--- src/rtl/mem_access_arbiter.sv ---
// mem_access_arbiter: round-robin two-port sequencer for memory_map; r0/r1 req/we/addr/wdata/io_only in, gnt/done out, mm_* drive the map, mm_q captured into rdata
module mem_access_arbiter #(
  parameter int unsigned LAT_REG = 1,
  parameter int unsigned LAT_SRAM = 3,
  parameter logic [15:0] REG_TOP = 16'h005F
) (
  input  logic        clk,
  input  logic        reset,
  input  logic        r0_req,
  input  logic        r0_we,
  input  logic [15:0] r0_addr,
  input  logic [7:0]  r0_wdata,
  input  logic        r0_io_only,
  input  logic        r1_req,
  input  logic        r1_we,
  input  logic [15:0] r1_addr,
  input  logic [7:0]  r1_wdata,
  input  logic        r1_io_only,
  output logic        r0_gnt,
  output logic        r1_gnt,
  output logic        r0_done,
  output logic        r1_done,
  output logic [7:0]  rdata,
  output logic [15:0] mm_addr,
  output logic        mm_we,
  output logic [7:0]  mm_data_in,
  output logic        mm_io_only,
  input  logic [7:0]  mm_q
);
  localparam int CW = $clog2(LAT_SRAM + 1);
  typedef enum logic {IDLE, BUSY} state_t;
  state_t state, state_n;
  logic last, owner, win, accept, complete, w_we, w_io;
  logic [15:0] w_addr;
  logic [7:0] w_wdata;
  logic [CW-1:0] cnt, cnt_n, lat;
  always_comb begin
    win = (r0_req & r1_req) ? ~last : r1_req;
    complete = (state == BUSY) && (cnt == '0);
    accept = (r0_req | r1_req) && ((state == IDLE) || complete);
    w_addr = win ? r1_addr : r0_addr;
    w_wdata = win ? r1_wdata : r0_wdata;
    w_we = win ? r1_we : r0_we;
    w_io = win ? r1_io_only : r0_io_only;
    lat = (w_io || (w_addr <= REG_TOP)) ? CW'(LAT_REG) : CW'(LAT_SRAM);
    state_n = accept ? BUSY : complete ? IDLE : state;
    cnt_n = accept ? lat : cnt - CW'(cnt != '0);
  end
  always_ff @(posedge clk) begin
    if (reset) begin
      state <= IDLE;
      cnt <= '0;
      last <= 1'b1;
      owner <= 1'b0;
      r0_gnt <= 1'b0;
      r1_gnt <= 1'b0;
      r0_done <= 1'b0;
      r1_done <= 1'b0;
      rdata <= '0;
      mm_addr <= '0;
      mm_we <= 1'b0;
      mm_data_in <= '0;
      mm_io_only <= 1'b0;
    end else begin
      state <= state_n;
      cnt <= cnt_n;
      mm_we <= accept & w_we;
      r0_gnt <= accept & ~win;
      r1_gnt <= accept & win;
      r0_done <= complete & ~owner;
      r1_done <= complete & owner;
      if (complete) rdata <= mm_q;
      if (accept) begin
        mm_addr <= w_addr;
        mm_data_in <= w_wdata;
        mm_io_only <= w_io;
        owner <= win;
        last <= win;
      end
    end
  end
endmodule

--- config.mk ---
export PLATFORM = sky130hd
export DESIGN_NAME = mem_access_arbiter
export DESIGN_NICKNAME = d
export VERILOG_FILES = /design/src/rtl/mem_access_arbiter.sv
export SDC_FILE = /design/constraint.sdc
export NUM_CORES = 1
export LEC_CHECK = 0
export CORE_MARGIN = 2
export CORE_UTILIZATION = 40
export DETAILED_ROUTE_END_ITERATION = 16
export PLACE_DENSITY = 0.94
export SLEW_MARGIN = 20
export SYNTH_ARGS = -nofsm -noshare
export SYNTH_HDL_FRONTEND = slang
export SYNTH_SLANG_ARGS = --single-unit
--- constraint.sdc ---
create_clock -name clk -period 3.8 [get_ports clk]
set_input_delay 1.14 -clock clk [delete_from_list [all_inputs] [get_ports clk]]
set_output_delay 1.14 -clock clk [all_outputs]
set_load 0.005 [all_outputs]
# ---- Word level (Yosys, flattened, before mapping)
# Index checks and enable logic that the tools add are counted.
dict set report totals {
  ff_bits 43
  out_inout_bits 38
  inputBits 64
  wordCells 42
}
dict set report classes {
  n_addsub 1
  n_mux 9
  reduce_logical 7
  bitwise_logic 11
  n_lt_le_gt_ge 1
}
# op count
set ops {}
lappend ops {{$le 16x7->1 const B} 1}
lappend ops {{$mux 16} 1}
lappend ops {{$mux 8} 1}
lappend ops {{$and 1x1->1} 6}
lappend ops {{$mux 1} 5}
lappend ops {{$mux 2} 2}
lappend ops {{$not 1->1} 4}
lappend ops {{$reduce_bool 2->1} 2}
lappend ops {{$logic_and 1x1->1} 2}
lappend ops {{$logic_not 2->1} 1}
lappend ops {{$logic_or 1x1->1} 2}
lappend ops {{$sub 2x1->2} 1}
lappend ops {{$or 1x1->1} 1}

# ---- Logic depth before layout (Yosys ltp)
dict set report logic_depth {
  word_depth 7
  ltp_mapped 5
  depth_no_buf 4
}

# ---- Worst setup path before layout
# OpenSTA, ideal clock, no wires.
dict set report synth_path {
  path_type {in2reg}
  from {in r1_addr[11]}
  to {reg cnt[1]}
  t_arrival_ps 2309
  stages 4
  required_time_ps 3684
  path_buffers 0
  slack_ps 1376
  cell_sequence {or4_4 > a2111oi_4 > a311oi_1 > a31o_1}
}
dict set report synth_between {
  elab_chain_len 5
}
# element line_no
set synth_rtl {}
lappend synth_rtl {{start: declaration} 16} ;# input logic [15:0] r1_addr,
lappend synth_rtl {{$mux 16} 41} ;# w_addr = win ? r1_addr : r0_addr;
lappend synth_rtl {{$le 16x7->1} 45} ;# lat = (w_io || (w_addr <= REG_TOP)) ? CW'(LAT_REG) : CW'(LAT_SRAM);
lappend synth_rtl {{$logic_or 1x1->1} 45}
lappend synth_rtl {{$mux 2} 45}
lappend synth_rtl {{$mux 2} 47} ;# cnt_n = accept ? lat : cnt - CW'(cnt != '0);
lappend synth_rtl {{end signal: assignment} 66} ;# cnt <= cnt_n;
lappend synth_rtl {{end: declaration} 36} ;# logic [CW-1:0] cnt, cnt_n, lat;
# Every way passes these cells.
# A chain may end at the register's enable or synchronous reset.

# ---- Worst setup path after layout
dict set report layout_path {
  from {in r1_req}
  to {reg mm_data_in[2]}
}
dict set report layout_between {
  elab_chain_len 3
}
# element line_no
set layout_rtl {}
lappend layout_rtl {{start: declaration} 14} ;# input logic r1_req,
lappend layout_rtl {{$and 1x1->1} 38} ;# win = (r0_req & r1_req) ? ~last : r1_req;
lappend layout_rtl {{$mux 1} 38}
lappend layout_rtl {{$mux 8} 42} ;# w_wdata = win ? r1_wdata : r0_wdata;
lappend layout_rtl {{end signal: assignment} 75} ;# mm_data_in <= w_wdata;
lappend layout_rtl {{end: declaration} 26} ;# output logic [7:0] mm_data_in,
# Parallel ways exist; a longest one is shown, timed or not.

==> impl_metrics.yaml <==
layout:
  diodes: 0
  nets: 344
  fillers: 317
  area_delta_synth_final_pct: 66.86
  multi_input_area_um2: 829.5
  drive_gt1_share_pct: 6.050
  layout_common_cells: "clkdlybuf4s50_1 (101), dfxtp_1 (43), nor2_1 (22)"
  regArea_um2: 860.8
  final_common_cell: "clkdlybuf4s50_1"
sta:
  slew_headroom_pct: 53.01
  drv_slew: 0
  setup-tns-final_ns: 0
  worstMarginPinSlew_ns: 0.6990
  hold_viol_final: 0
  setup_viol: 0
  rsz0062_at_grt: "false"
  fin_crit_ns: 2.750
  clock_skew_ns: 0.006840
  timing.fmax_mhz: 363.6
  period_share_pct: 72.37
  layout_setup_ws_ns: 1.050
  fin_hold_ws_ns: 0.4609
synthesis:
  syn_inst: 180
  ys_types: 30
  syn_area_um2: 1740
  synth_nets: 244
  yosysSeqAreaShare_pct: 49.46
  synth-edff-count: 0
  synthFlopType: "dfxtp_1"
  ys_ff_latch: 43
  async_flop_share_pct: 0
  ys_warn_count: 0
  avgSynthCellArea_um2: 9.669
routing:
  drt-wirelength-per-cell_um: 14.02
  vias: 1681
  drtPass1Iterations: 4
  drt_iter0_markers: 19
  avgViaCountPerCell: 5.079
  drt.antenna.violating_nets: 0
  wirelength_um: 4640
  drc_errors: 0
setup_path:
  arrival_ns: 2.98
  critical_path.max_stage_delay_ns: 0.55
  cp-end-kind: "flip-flop"
  crit_family: "compound AO/OA/AOI/OAI gates"
  startpoint_type: "input port"
  crit_fanout: 11
  worst-path-buf-inv: 1
  cp.required_ns: 4.03
  worst_path_max_delay_cell: "nor2_1"
  worstPathCellList: "clkdlybuf4s50_1, a21boi_2, nand2_1, nor2_1, a221o_1"
  critical_path_class: "input port to flip-flop"
floorplan:
  core_area_um2: 4086
  io_pins: 102
  fp.dieArea_um2: 4894
  die_h_um: 69.96
  die_x_um: 69.96
  core.rowCount: 23
  initial_core_util_pct: 42.59
grt:
  grt_max_degree: 35
  grt_usage_pct: 19.16
  first_global_vias: 1623
  grt-ovfl-total: 0
  antenna_found_initial: 0
  grt_pass1_wl_um: 7748
power:
  power_frac_seq_pct: 45.6
  internal_power_mw: 0.8681
  power_leakage_nw: 1.090
  power.share.combinational_pct: 22.8
  switchingPower_mw: 0.2637
  switching_share_pct: 23.30
  vdd_ir_drop_max_mv: 0.2127
  power_density_nw_per_um2: 389.7
  p_clk_share_pct: 31.6
clock_network:
  clk_latency_ns: 0.28
  cts_sinks: 43
  cts_hold_buf: 0
  htreeDepth: 2
  ctsLongestPathBuffers: 2
  cts.reportedPaths.clkPinSlew_ns: 0.08
  cts_tree: "built"
  cts-root-buf: "clkbuf_8"
  postCtsSetupBuffers: 0
  cts-resized-gates: 0
  cts_buffers: 5
placement:
  hpwl_um: 3569
  io_buffers: 101
  post-place-ws_ns: 0.7443
  gp_congestion: 0.8237
hold_path:
  hold_path_class: "flip-flop to flip-flop"
run:
  cap_violations: 0
outcome:
  status: "finished, final reports clean"
layer usage:
metal  vias to the layer above  global-route usage, %  wire, um
met2                        53                  33.23      2363
met1                       765                  23.70      1971
li1                        857                      -         -
met4                         0                  5.769        63
met5                         -                      0         0
met3                         6                  4.185       241
worst paths after layout:
| kind | startpoint | end | cells past startpoint | slack, ns |
|---|---|---|---|---|
| hold reg to reg | rdata[4] | rdata[4] | 2 | 0.46 |
| hold / removal | rdata[4] | rdata[4] | 2 | 0.46 |
| setup reg to reg | last | mm_data_in[2] | 4 | 2.10 |
| setup / recovery | r1_req | mm_data_in[2] | 5 | 1.05 |
logic make-up (layout without fill, tap and decap cells):
family          count (synthesis)  in the layout  share of synthesized area [%]
compound gates                 47             47                          21.06
simple gates                   62             62                          16.82
flops                          43             43                          49.46
mux                            17             17                          9.777
buf+inv                        11            112                          2.875
registers in the layout (all words and copies together) (netlist names), 2 cells and up:
signal	flops
mm_data_in	8
cnt	2
mm_addr	16
rdata	8
cell usage after synthesis (all sizes together), types with 2 or more instances:
library cell	number	area, um2
a21oi	11	55.05
a221o	8	80.08
and2	9	56.30
o21ai	2	10.00
mux2i	17	170.2
buf	3	20.01
nor4	3	25.02
a211oi	18	135.1
dfxtp	43	860.8
nor2	23	88.84
nor3	3	15.01
nand2	19	71.32
clkbuf	8	30.03
layout make-up:
| type | instances | area share [%] |
|---|---|---|
| multi-input cells | 126 | 28.57 |
| clock inverters | 2 | 1.206 |
| repair buffers | 104 | 35.59 |
| clock buffers | 6 | 2.844 |
| well taps | 50 | 2.154 |
| flip-flops and latches | 43 | 29.64 |
power groups by stage:
stage	Combinational, mW	Sequential [mW]	Clock [mW]
final	0.258	0.516	0.358
after CTS	0.261	0.516	0.366
after global routing	0.279	0.522	0.383
after floorplan	0.0958	0.527	0
after detailed placement	0.260	0.526	0
after global placement	0.255	0.524	0
worst reg2reg max path, stage by stage, from the launching register on:
cell and delay, ns:
dfxtp_1 0.34, a21boi_2 0.40, nand2_1 0.10, nor2_1 0.55
a221o_1 0.26
stage by stage:
step                instance area, um2  utilization, %  std cells  power (mW)
floorplan                         1740               -        180      0.6231
global placement                  2786           68.19        323      0.7791
detailed placement                2786           68.19        323      0.7856
CTS                               2904           71.07        331       1.143
global route                      2904           71.07        331       1.184
finish                            2904           71.07        331       1.132
Note: power is estimated with default switching activity, not from simulation.
